`src/rtl/input_conditioner.sv`:
```
// input_conditioner: synchronises and debounces active-low push buttons and
// active-high slide switches, producing registered levels and optional
// one-cycle edge pulses.
// Optional feature macro: INPUT_COND_EDGE_EN enables btn_press, btn_release
// and sw_change; without it those outputs are tied to zero.
module input_conditioner #(
    parameter int unsigned DEBOUNCE_CYCLES = 1_250_000,
    parameter int unsigned NUM_BTN         = 3,
    parameter int unsigned NUM_SW          = 10
) (
    input  logic               clk,
    input  logic               reset,
    input  logic [NUM_BTN-1:0] btn_raw,
    input  logic [NUM_SW-1:0]  sw_raw,
    output logic [NUM_BTN-1:0] btn_level,
    output logic [NUM_SW-1:0]  sw_level,
    output logic [NUM_BTN-1:0] btn_press,
    output logic [NUM_BTN-1:0] btn_release,
    output logic [NUM_SW-1:0]  sw_change
);

    // Buttons and switches share one datapath: buttons occupy the upper bits.
    localparam int unsigned     NUM_IN   = NUM_BTN + NUM_SW;
    localparam int unsigned     CNT_W    = $clog2(DEBOUNCE_CYCLES + 1);
    localparam logic [CNT_W-1:0] CNT_LAST = CNT_W'(DEBOUNCE_CYCLES - 1);
    localparam logic [NUM_IN-1:0] RST_VAL = {{NUM_BTN{1'b1}}, {NUM_SW{1'b0}}};

    logic [NUM_IN-1:0] raw;
    logic [NUM_IN-1:0] s1;
    logic [NUM_IN-1:0] s2;
    logic [NUM_IN-1:0] db;
    logic [NUM_IN-1:0] lvl;
    logic [CNT_W-1:0]  cnt [NUM_IN];

    assign raw = {btn_raw, sw_raw};

    // Two-flop synchroniser; raw inputs feed nothing else.
    always_ff @(posedge clk) begin
        if (reset) begin
            s1 <= RST_VAL;
            s2 <= RST_VAL;
        end else begin
            s1 <= raw;
            s2 <= s1;
        end
    end

    // Per-bit debouncer: accept s2 after DEBOUNCE_CYCLES consecutive differing edges.
    always_ff @(posedge clk) begin
        if (reset) begin
            db <= RST_VAL;
            for (int unsigned i = 0; i < NUM_IN; i++) begin
                cnt[i] <= '0;
            end
        end else begin
            for (int unsigned i = 0; i < NUM_IN; i++) begin
                if (s2[i] == db[i]) begin
                    cnt[i] <= '0;
                end else if (cnt[i] == CNT_LAST) begin
                    db[i]  <= s2[i];
                    cnt[i] <= '0;
                end else begin
                    cnt[i] <= cnt[i] + CNT_W'(1);
                end
            end
        end
    end

    // Output level register; pulses are derived from the same db/lvl pair so
    // they line up with the first cycle the level shows the new value.
    always_ff @(posedge clk) begin
        if (reset) begin
            lvl <= RST_VAL;
        end else begin
            lvl <= db;
        end
    end

    assign btn_level = lvl[NUM_IN-1 -: NUM_BTN];
    assign sw_level  = lvl[NUM_SW-1:0];

`ifdef INPUT_COND_EDGE_EN
    logic [NUM_IN-1:0] fall;
    logic [NUM_IN-1:0] rise;
    logic [NUM_IN-1:0] flip;

    assign fall = lvl & ~db;
    assign rise = ~lvl & db;
    assign flip = lvl ^ db;

    // Registered one-cycle edge pulses.
    always_ff @(posedge clk) begin
        if (reset) begin
            btn_press   <= '0;
            btn_release <= '0;
            sw_change   <= '0;
        end else begin
            btn_press   <= fall[NUM_IN-1 -: NUM_BTN];
            btn_release <= rise[NUM_IN-1 -: NUM_BTN];
            sw_change   <= flip[NUM_SW-1:0];
        end
    end
`else
    assign btn_press   = '0;
    assign btn_release = '0;
    assign sw_change   = '0;
`endif

endmodule

```
`config.mk`:
```
export PLATFORM = sky130hd
export DESIGN_NAME = input_conditioner
export DESIGN_NICKNAME = d
export VERILOG_FILES = /design/src/rtl/input_conditioner.sv
export SDC_FILE = /design/constraint.sdc
export NUM_CORES = 1
export LEC_CHECK = 0
export BUFFER_PORTS_ARGS = -buffer_cell sky130_fd_sc_hd__buf_2
export CAP_MARGIN = 15
export CORE_UTILIZATION = 40
export CTS_CLUSTER_DIAMETER = 30
export DETAILED_ROUTE_END_ITERATION = 12
export PLACE_DENSITY = 0.57
export SLEW_MARGIN = 20
export SYNTH_ARGS = -nofsm -noshare
export SYNTH_HDL_FRONTEND = slang
export SYNTH_SLANG_ARGS = --single-unit
```
`constraint.sdc`:
```
create_clock -name clk -period 2 [get_ports clk]
set_input_delay 0.2 -clock clk [delete_from_list [all_inputs] [get_ports clk]]
set_output_delay 0.2 -clock clk [all_outputs]
set_load 0.02 [all_outputs]
```
# Yosys cells after proc, flatten, opt, wreduce, memory -nomap -nowiden
# Memory sizes are Yosys's and may differ from the RTL's.
# Index checks and enable logic that the tools add are counted.
# classes
n_addsub	13
eq_ne	26
n_mux	184
bitwise	52
n_reduce_logical	13
# op_table
op	count
21-bit two-way mux	39
21-bit by 1-bit adder with 21-bit output (second input constant)	13
21-bit == test (second input constant)	13
1-bit two-way mux	145
1-bit bitwise OR	39
2-bit AND reduction	13
1-bit == test	13
1-bit NOT	13
# totals
register_bits	52
mem_bits_rw	273
in_bits	15
output_inout_bits	29
mem_count	1
# memory_table
name	words	word_bits	rd	rd_clocked_by_memory_dff	wr	line	rtl
cnt	13	21	13	0	13	33	logic [CNT_W-1:0] cnt [NUM_IN];

# Longest topological paths before layout
# Gate-level depths: netlist (run 1).
# An unclocked memory read counts as a cell.
# logic_depth
ltp_word	8
depth_mapped	7

# Worst setup path before layout (run 1)
# Ideal clock, no wire load.
# synth_path
path_kind	register to register
start	memory cnt[1][27] (netlist bit)
end	memory cnt[1][26] (netlist bit), data pin
setup_ps	266
arrival_time_ps	1731
required_time_ps	1734
path_slack_ps	3
stages_incl_launch_ff	6
path_cell_list	edfxtp_1 > nand2_1 > or4b_2 > o21ai_0 > clkbuf_1 > nor2_1
# synth_rtl
element	line
start: declaration	33

==> metrics.txt, run 1 <==
Post-DP HPWL=23.7 mm; area of the mapped netlist=17100 um^2; endpoint of the worst register-to-register path=cnt[1][62]$_SDFFCE_PP0P_; number of synthesized flops with an enable pin=273; relative contribution of sequential cells to total power=0.341; final worst path period share=0.958; final routed DRC violation total=0; level count of the clock H-tree=3; setup clock skew after layout=0.0174 ns; result of the run=finished clean; slack of the worst reg-to-reg path=0.08 ns; per-cell routed wire length=12.5 um; # diodes=0; hold violation count in the final report=0; sequential element share of the synthesized area=0.541; Cell Area, Placed=19600 um^2; cell-by-cell listing of the critical path=ha_2, nand3_1, or4_4, or3_1, a21oi_1; synthesized area per cell=10.4 um^2; growth of design area from synthesis to finish=35.6%; number of maximum-capacitance constraint violations=0; initial antenna violation count=0; clock tree sinks=325; routed via count=13465; critical-path maximum fanout=5; IR Drop Worst-Case VDD=0.688 mV; post-synthesis async set-or-reset flop share=0; Critical path buffers and inverters=0; total grt overflow=0; Root Buffer=sky130_fd_sc_hd__clkbuf_16; chip width=209 um; cell class contributing the biggest share of worst-path delay=simple AND/OR/NAND/NOR gates; drt initial violations=638; clock group share of total power=0.626; final design area excluding fillers=23200 um^2; commonest cells after routing, fill and taps aside=289 x sky130_fd_sc_hd__conb_1, 273 x sky130_fd_sc_hd__edfxtp_1, 190 x sky130_fd_sc_hd__nor2_1; areal power density over the cells=999 nW/um^2; worst hold path class=input pin to register; height of the die=209 um; Hold Path End=s1[10]$_SDFF_PP1_; Worst R2R Path Depth=5; transition time at the pin with the least slew margin=0.603 ns; shortest clock period the worst path allows after layout=1.92 ns; Max Freq=522 MHz; core region area=42000 um^2; headroom to the max-slew limit=0.594; first-pass GRT wire length=58.7 mm; vias per cell=4.90; fraction of power spent switching nets=0.207; Synth Warn #=0; Pre-Repair DR Iteration Count=4; number of distinct library cells after synthesis=45; number of nets in the layout=2162; final-report max-slew violation count=0; share of the core filled with cells in the final layout=0.551; final weighted congestion in routability-driven placement=0.801; most common flop cell mapped by yosys=sky130_fd_sc_hd__edfxtp_1; number of CTS-inserted buffers=88; net switching power=0.00479 W; port bufs=27; starting density of the core=0.406; Total Wirelength=34.4 mm; clk buf depth=3; relative contribution of combinational cells to total power=0.033; delay of the slowest cell on the worst path=0.59 ns; die outline area=43500 um^2; fraction of final layout cells sized beyond drive strength 1=0.177; Crit. path cell count=5; global router's overall resource usage=0.160; most common cell after layout, fill and taps aside=sky130_fd_sc_hd__conb_1; leakage dissipation=8.41 nW; site row count=75; clock tree from TritonCTS=built; Detail Route Antenna Nets=0; Crit path arrival time=2.35 ns; vias in the first global route=13015; number of top-level pins=44; startpoint type of the worst setup path=register; Internal Pwr Total=0.0183 W; source of the worst hold timing path=btn_raw[0]; worst skew pair latency=0.58 ns; total setup violations reported at the end of the flow=0; Min-Delay Path Depth=3; classification of the worst setup path=register to register; synthesis-stage register bit count=325; WP data required=2.44 ns; Crit-path slowest cell=sky130_fd_sc_hd__or4_4; Clock Pin Slew Worst Setup and Hold Paths=0.04 ns; r2r startpoint=cnt[1][42]$_SDFFCE_PP0P_; number of instances in the synthesized netlist=1648; Worst setup EP type=register; total power after layout=0.0231 W; largest net degree at the start of global routing=22
## worst max-delay path by stage
stage,from,endpoint,slack (ns)
final,cnt[1][42]$_SDFFCE_PP0P_,cnt[1][62]$_SDFFCE_PP0P_,0.08
after global routing,cnt[0][127]$_SDFFCE_PN0P_,cnt[0][146]$_SDFFCE_PN0P_,-0.006
after CTS,cnt[0][0]$_SDFFCE_PN0P_,cnt[0][16]$_SDFFCE_PN0P_,0.003
after detailed placement,cnt[0][0]$_SDFFCE_PN0P_,cnt[0][16]$_SDFFCE_PN0P_,-0.03
after global placement,cnt[0][0]$_SDFFCE_PN0P_,cnt[0][16]$_SDFFCE_PN0P_,0.02
after floorplan,cnt[1][27]$_SDFFCE_PN0P_,cnt[1][26]$_SDFFCE_PN0P_,0.003
## logic make-up (layout without fill, tap and decap cells)
family,Yosys count,count (layout),synth area share
simple gates,786,786,0.253
flops,325,325,0.541
buf+inv,130,404,0.0328
other cells,2,289,0.000440
xor+xnor,167,167,0.0857
compound gates,225,225,0.0776
fa+ha+maj,13,13,0.00953
## cell usage after synthesis (13+ instances only)
cell	n	area [um^2]
sky130_fd_sc_hd__edfxtp_1	273	8200
sky130_fd_sc_hd__inv_1	47	176
sky130_fd_sc_hd__o21ai_0	54	270
sky130_fd_sc_hd__dfxtp_1	52	1040
sky130_fd_sc_hd__nand2_1	92	345
sky130_fd_sc_hd__xnor2_1	87	762
sky130_fd_sc_hd__or4_1	56	420
sky130_fd_sc_hd__nand4_1	74	463
sky130_fd_sc_hd__ha_1	13	163
sky130_fd_sc_hd__nor4_1	37	231
sky130_fd_sc_hd__nor3_1	35	175
sky130_fd_sc_hd__or3_1	47	294
sky130_fd_sc_hd__nor4b_1	16	140
sky130_fd_sc_hd__nor2_1	190	713
sky130_fd_sc_hd__and3_1	26	163
sky130_fd_sc_hd__o31ai_1	49	368
sky130_fd_sc_hd__buf_4	17	128
sky130_fd_sc_hd__a21oi_1	96	480
sky130_fd_sc_hd__nand3_1	93	465
sky130_fd_sc_hd__clkbuf_1	60	225
sky130_fd_sc_hd__and4_1	27	236
sky130_fd_sc_hd__and2_1	20	125
sky130_fd_sc_hd__xor2_1	80	701
sky130_fd_sc_hd__nor2b_1	31	194
## power groups by stage
stage,clock network [W],registers [W],logic (W)
after floorplan,0,0.00793,0.000505
after global placement,0,0.00798,0.000708
after detailed placement,0,0.00799,0.000713
after CTS,0.0148,0.00788,0.000740
after global routing,0.0152,0.00792,0.000876
final,0.0145,0.00788,0.000768
## final cells by class
cell class	instances	area (um^2)
Clock buffer	105	2430
Sequential cell	325	9240
Timing Repair Buffer	192	1460
Multi-Input combinational cell	1480	8490
Inverter	47	176
Clock inverter	60	696
Tap cell	539	674
Fill cell	3759	18900
## layer usage
layer,global-route usage,vias up,share of wire
met5,0,-,0
met4,0.0586,0,0.024
met3,0.0401,68,0.038
met2,0.263,192,0.47
met1,0.204,6317,0.47
li1,-,6888,-
## tightest hold or removal path: stages
cell and delay [ns]:
sky130_fd_sc_hd__dlygate4sd3_1 0.52, sky130_fd_sc_hd__buf_2 0.09, sky130_fd_sc_hd__or2_2 0.08
## state kept, by name, indices dropped and copies added (netlist names)
| signal | count |
|---|---|
| cnt | 273 |
| s1 | 13 |
| lvl | 13 |
| db | 13 |
| s2 | 13 |
## per-stage QoR
step	worst slack (ns)	setup TNS, ns	hold slack (ns)	instances
final	0.0848	0	0.337	2748
after global routing	-0.00576	-0.0134	0.304	2748
after CTS	0.00329	0	0.295	2730
after detailed placement	-0.0334	-0.0570	0.388	2551
after global placement	0.0176	0	0.384	2551
after floorplan	0.00328	0	0.304	1935
## timing repair
item	CTS	global route
gates resized for setup	2	35
endpoints found under the hold margin	14	0
cloned	0	3
hold buffers	14	0
setup endpoints to repair	4	181
pin swaps	0	14
buffers inserted	0	15
Power figures use the tool's default switching activity.
==> run 2: changes to the inputs <==
--- a/config.mk
+++ b/config.mk
@@ -10,8 +10,8 @@
 export CORE_UTILIZATION = 40
 export CTS_CLUSTER_DIAMETER = 30
 export DETAILED_ROUTE_END_ITERATION = 12
+export GPL_TIMING_DRIVEN = 0
 export PLACE_DENSITY = 0.57
-export SLEW_MARGIN = 20
 export SYNTH_ARGS = -nofsm -noshare
 export SYNTH_HDL_FRONTEND = slang
 export SYNTH_SLANG_ARGS = --single-unit
==> run 2 against run 1 <==
Effect of this change:
- the run now ends with setup timing left
- clock skew up 0.0082 ns
- worst hold slack worse by 0.0098 ns
- via count up 2.1%
- largest power group unchanged
- sequential power up 0.6%
- largest cell class unchanged
- cell area up 2.4%
- core utilization up 1.3 points
- flip-flop and latch count unchanged
- final cell count up 1.1%
- worst setup slack worse by 0.12 ns
- first-iteration DRC count up 19%
- register-to-register slack worse by 0.12 ns
==> metrics.txt, run 2 (same netlist as run 1, synthesis figures left out) <==
number of top-level pins=44 (unchanged); setup clock skew after layout=0.0256 ns (+0.00824 ns); startpoint type of the worst setup path=register; slack of the worst reg-to-reg path=-0.03 ns (-0.12 ns); port bufs=27 (unchanged); Critical path buffers and inverters=3 (+3); vias per cell=4.95 (+0.95%); core region area=42000 um^2 (unchanged); Crit-path slowest cell=sky130_fd_sc_hd__edfxtp_1; register with the most flip-flops=cnt; Worst Slack Setup Final=-0.0340 ns (-0.119 ns); number of nets in the layout=2188 (+1.2%); RSZ-0062 raised after global routing=yes; level count of the clock H-tree=3 (unchanged); Clock Pin Slew Worst Setup and Hold Paths=0.04 ns (about the same); routed via count=13746 (+2.1%); first-pass GRT wire length=60.5 mm (+3.1%); worst skew pair latency=0.60 ns (+0.02 ns); shortest clock period the worst path allows after layout=2.03 ns (+0.119 ns); site row count=75 (unchanged); most common cell after layout, fill and taps aside=sky130_fd_sc_hd__conb_1; final routed DRC violation total=0 (unchanged); areal power density over the cells=1010 nW/um^2 (+0.65%); final-report max-slew violation count=0 (unchanged); Worst setup EP type=register; leakage dissipation=8.54 nW (+1.6%); hold violation count in the final report=0 (unchanged); per-cell routed wire length=13.5 um (+7.5%); # diodes=0 (unchanged); final weighted congestion in routability-driven placement=0.805 (+0.49%); largest net degree at the start of global routing=13 (-41%); total grt overflow=0 (unchanged); die outline area=43500 um^2 (unchanged); result of the run=finished, violations left; violated checks=setup timing; IR Drop Worst-Case VDD=0.754 mV (+9.5%); cell class contributing the biggest share of worst-path delay=simple AND/OR/NAND/NOR gates; critical-path maximum fanout=5 (unchanged); clock tree from TritonCTS=built; sum of negative setup slack=-0.159 ns (-0.159 ns); height of the die=209 um (unchanged); vias in the first global route=12905 (-0.85%); Crit path arrival time=2.38 ns (+0.03 ns); Pre-Repair DR Iteration Count=5 (+1); classification of the worst setup path=register to register; Post-DP HPWL=23.6 mm (-0.26%); clock tree sinks=325 (unchanged); WP data required=2.34 ns (-0.10 ns); initial antenna violation count=1 (+1); chip width=209 um (unchanged); Root Buffer=sky130_fd_sc_hd__clkbuf_16; clk buf depth=3 (unchanged); growth of design area from synthesis to finish=38.9%; number of CTS-inserted buffers=93 (+5.7%); delay of the slowest cell on the worst path=0.39 ns (-0.20 ns); drt initial violations=760 (+19%); Total Wirelength=37.4 mm (+8.7%); Max Freq=492 MHz (-5.8%); global router's overall resource usage=0.168 (+0.00762); max FFs per register=273 (unchanged); total setup violations reported at the end of the flow=7 (+7); most used cell, CP=sky130_fd_sc_hd__buf_4; starting density of the core=0.406 (unchanged); cell-by-cell listing of the critical path=buf_4, nor4b_2, nand4_1, o31ai_4, buf_4, buf_6, nor2_1; pre-CTS setup slack=-0.780 ns (-0.746 ns); Detail Route Antenna Nets=0 (unchanged); number of maximum-capacitance constraint violations=0 (unchanged); headroom to the max-slew limit=0.359 (-0.235); transition time at the pin with the least slew margin=0.962 ns (+0.358 ns); worst hold path class=input pin to register; commonest cells after routing, fill and taps aside=289 x sky130_fd_sc_hd__conb_1, 273 x sky130_fd_sc_hd__edfxtp_1, 190 x sky130_fd_sc_hd__nor2_1; final worst path period share=1.02 (+0.0594); fraction of final layout cells sized beyond drive strength 1=0.196 (+0.0181)
==> run 2: worst paths after layout <==
kind | from | to | cells after the start
max | cnt[0][134]$_SDFFCE_PN0P_ | cnt[0][137]$_SDFFCE_PN0P_ | 7
min | btn_raw[2] | s1[12]$_SDFF_PP1_ | 3
max reg2reg | cnt[0][134]$_SDFFCE_PN0P_ | cnt[0][137]$_SDFFCE_PN0P_ | 7
min reg2reg | s1[10]$_SDFF_PP1_ | s2[10]$_SDFF_PP1_ | 1
==> run 2: cell type report <==
| type | count | area [um^2] |
|---|---|---|
| fillers | 3703 | 18300 |
| inverters | 47 | 176 |
| plain buffers | 64 | 469 |
| clock buffers | 127 | 2650 |
| flip-flops and latches | 325 | 9240 |
| repair buffers | 148 | 1070 |
| well taps | 539 | 674 |
| clock inverters | 48 | 626 |
| multi-input cells | 1481 | 8810 |
==> run 2: stage by stage <==
stage           util  instances  hold WS (ns)  instance area (um^2)  power (W)
2_1_floorplan      -       1935         0.304                 18100    0.00844
3_3_place_gp   0.451       2501         0.383                 19000    0.00862
3_5_place_dp   0.451       2501         0.387                 19000    0.00864
4_1_cts        0.542       2709         0.285                 22800     0.0240
5_1_grt        0.564       2779         0.297                 23700     0.0246
6_report       0.564       2779         0.327                 23700     0.0238
==> run 2: what timing repair did <==
| action | CTS | global route |
|---|---|---|
| setup buffers | 25 | 73 |
| pin swaps | 11 | 38 |
| hold buffers | 13 | 0 |
| cloned | 3 | 8 |
| endpoints found under the hold margin | 13 | 0 |
| resized for setup | 89 | 105 |
| endpoints found under the setup margin | 270 | 260 |
==> run 2: layer usage <==
layer,share of wire,global-route usage,wire length [um]
met5,0,0,0
met4,0.026,0.0667,967
met3,0.039,0.0391,1470
met2,0.47,0.275,17700
met1,0.46,0.214,17300
==> run 2: worst register-to-register path, cell delays in order (launching register included) <==
cell and delay (ns):
sky130_fd_sc_hd__edfxtp_1 0.39, sky130_fd_sc_hd__buf_4 0.18, sky130_fd_sc_hd__nor4b_2 0.27, sky130_fd_sc_hd__nand4_1 0.26
sky130_fd_sc_hd__o31ai_4 0.36, sky130_fd_sc_hd__buf_4 0.18, sky130_fd_sc_hd__buf_6 0.11, sky130_fd_sc_hd__nor2_1 0.05
==> run 2: where the power goes <==
group	leakage (nW)	switching [W]	internal [W]	total (W)
logic	3.72	0.000442	0.000350	0.000792
registers	3.24	0.000290	0.00764	0.00793
clock network	1.58	0.00426	0.0109	0.0151
==> run 3: changes to the inputs <==
--- a/config.mk
+++ b/config.mk
@@ -12,6 +12,7 @@
 export DETAILED_ROUTE_END_ITERATION = 12
 export GPL_TIMING_DRIVEN = 0
 export PLACE_DENSITY = 0.57
+export SETUP_SLACK_MARGIN = 0.3
 export SYNTH_ARGS = -nofsm -noshare
 export SYNTH_HDL_FRONTEND = slang
 export SYNTH_SLANG_ARGS = --single-unit
==> constraint.sdc (replaced) <==
create_clock -name clk -period 1.7 [get_ports clk]
set_input_delay 0.17 -clock clk [delete_from_list [all_inputs] [get_ports clk]]
set_output_delay 0.17 -clock clk [all_outputs]
set_load 0.02 [all_outputs]
==> run 3 against run 2 <==
Effect of this change:
- the flow still finishes with violations (setup timing)
- critical path depth is 2 lower
- first-iteration DRC count fell by 15%
- worst setup slack got worse by 0.20 ns
==> metrics.txt, run 3 (same netlist as run 1, synthesis figures left out) <==
result of the run=finished, violations left; violated checks=setup timing; transition time at the pin with the least slew margin=1.06 ns (+0.0958 ns); total grt overflow=0 (unchanged); Worst R2R Path Depth=5 (-2); Detail Route Antenna Nets=0 (unchanged); IR Drop Worst-Case VDD=0.743 mV (-1.4%); Worst Slack Setup Final=-0.235 ns (-0.201 ns); initial antenna violation count=0 (-1); Cell Area, Placed=19700 um^2 (+4.1%); Crit-path slowest cell=sky130_fd_sc_hd__or4_4; clk buf depth=3 (unchanged); per-cell routed wire length=14.4 um (+6.6%); Crit path arrival time=2.39 ns (about the same); starting density of the core=0.406 (unchanged); worst hold path class=input pin to register; most common cell after layout, fill and taps aside=sky130_fd_sc_hd__buf_4; startpoint type of the worst setup path=register; setup clock skew after layout=0.0231 ns (-0.00258 ns); final routed DRC violation total=0 (unchanged); number of nets in the layout=2420 (+11%); commonest cells after routing, fill and taps aside=294 x sky130_fd_sc_hd__buf_4, 289 x sky130_fd_sc_hd__conb_1, 273 x sky130_fd_sc_hd__edfxtp_1; routed via count=14874 (+8.2%); routed wl met3=1.48 mm (+0.48%); share of the core filled with cells in the final layout=0.650 (+0.0859); register with the most flip-flops=cnt; most used cell, CP=sky130_fd_sc_hd__or4_4; Min-Delay Path Depth=3 (unchanged); # diodes=0 (unchanged); areal power density over the cells=990 nW/um^2 (-1.5%); critical-path maximum fanout=5 (unchanged); WP data required=2.15 ns (-0.19 ns); hold violation count in the final report=0 (unchanged); final weighted congestion in routability-driven placement=0.789 (-1.9%); Pre-Repair DR Iteration Count=5 (unchanged); Detail Route met2 WL=21.5 mm (+21%); net switching power=0.00584 W (+17%); shortest clock period the worst path allows after layout=1.93 ns (-0.0993 ns); worst skew pair latency=0.61 ns (about the same); Post-DP HPWL=24.6 mm (+3.9%); fraction of power spent switching nets=0.216 (+0.00637); fraction of final layout cells sized beyond drive strength 1=0.395 (+0.200); growth of design area from synthesis to finish=60.1%; number of top-level pins=44 (unchanged); largest net degree at the start of global routing=13 (unchanged); number of maximum-capacitance constraint violations=0 (unchanged); cell-by-cell listing of the critical path=nand4_4, or4_4, buf_6, or4_4, a21oi_2; total setup violations reported at the end of the flow=275 (+268); final design area excluding fillers=27300 um^2 (+15%); site row count=75 (unchanged); Clock Pin Slew Worst Setup and Hold Paths=0.04 ns (about the same); Worst setup EP type=register; height of the die=209 um (unchanged); headroom to the max-slew limit=0.295 (-0.0639); wl on met1=19.1 mm (+11%); leakage dissipation=10.1 nW (+18%); classification of the worst setup path=register to register; final-report max-slew violation count=0 (unchanged); RSZ-0062 raised after global routing=yes; clock group share of total power=0.602 (-0.032); first-pass GRT wire length=69.4 mm (+15%); Filler Cell Count=3290 (-11%); global router's overall resource usage=0.194 (+0.0265); vias per cell=4.95 (about the same); Total Wirelength=43.2 mm (+15%); Max Freq=517 MHz (+5.1%); number of CTS-inserted buffers=87 (-6.5%); relative contribution of combinational cells to total power=0.054 (+0.021); relative contribution of sequential cells to total power=0.344 (+0.011); clock tree from TritonCTS=built; die outline area=43500 um^2 (unchanged); max FFs per register=273 (unchanged); port bufs=27 (unchanged); drt initial violations=643 (-15%); Root Buffer=sky130_fd_sc_hd__clkbuf_16; level count of the clock H-tree=3 (unchanged); vias in the first global route=14585 (+13%); highest metal layer used by the detailed router=met4; clock tree sinks=325 (unchanged); final worst path period share=1.14 (+0.121); chip width=209 um (unchanged); delay of the slowest cell on the worst path=0.55 ns (+0.16 ns); Internal Pwr Total=0.0212 W (+13%); core region area=42000 um^2 (unchanged)
## run 3: changes by cell type in the layout (fill, tap and decap cells not counted), sizes merged
| cell | before | now |
|---|---|---|
| clkinv | 22 | 24 |
| clkbuf | 165 | 171 |
| inv | 51 | 48 |
| buf | 160 | 394 |
| nand3 | 93 | 94 |
| clkdlybuf4s15 | 1 | 0 |
| clkinvlp | 9 | 2 |
| bufinv | 13 | 9 |
| or4 | 57 | 56 |
## run 3: metal layers
layer  vias to the layer above  GRT usage
li1                       7395          -
met1                      7160      0.244
met2                       227      0.323
met3                        92     0.0419
met4                         0     0.0834
met5                         -          0
## run 3: worst paths after layout
check / from / to / slack (ns)
setup / recovery: cnt[0][134]$_SDFFCE_PN0P_ / cnt[0][145]$_SDFFCE_PN0P_ / -0.23
hold / removal: btn_raw[2] / s1[12]$_SDFF_PP1_ / 0.29
setup reg to reg: cnt[0][134]$_SDFFCE_PN0P_ / cnt[0][145]$_SDFFCE_PN0P_ / -0.23
hold reg to reg: s1[11]$_SDFF_PP1_ / s2[11]$_SDFF_PP1_ / 0.40
## run 3: timing repair
item | in CTS | in global routing
pin swaps | 92 | 71
buffers inserted | 236 | 65
endpoints found under the setup margin | 286 | 280
resized for setup | 271 | 216
hold endpoints to repair | 13 | 0
hold buffers | 13 | 0
gates cloned | 23 | 4
## run 3: power groups by stage
stage                     logic (W)  registers [W]  clock network [W]
after global routing        0.00160        0.00934             0.0171
after CTS                   0.00126        0.00929             0.0167
after global placement     0.000783        0.00944                  0
after detailed placement   0.000792        0.00945                  0
final                       0.00145        0.00931             0.0163
after floorplan            0.000653        0.00935                  0
## run 3: worst max-delay path: cells and delay by family (launching register included)
family,cells,cell delay [ns]
buffers and inverters,1,0.15
and+or+nand+nor,3,1.08
DFF,1,0.44
AOI/OAI and AO/OA,1,0.13
## run 3: metrics by stage
stage	instances	worst slack (ns)	TNS (ns)	power, W	hold slack [ns]
finish	3006	-0.235	-34.49	0.0271	0.290
global route	3006	-0.319	-54.96	0.0280	0.268
CTS	2937	-0.214	-26.44	0.0272	0.254
detailed placement	2501	-0.928	-76.07	0.0102	0.356
global placement	2501	-0.853	-70.09	0.0102	0.355
floorplan	1935	-0.186	-7.27	0.0100	0.274
## run 3: layout make-up
class | count | area [um^2] | share of cell area
sequential | 325 | 9240 | 0.338
buffer | 83 | 985 | 0.0360
tap | 539 | 674 | 0.0247
inverter | 47 | 176 | 0.00646
timing repair buffer | 367 | 3040 | 0.111
multi-input combinational | 1481 | 10200 | 0.374
clock buffer | 128 | 2520 | 0.0923
clock inverter | 36 | 465 | 0.0170
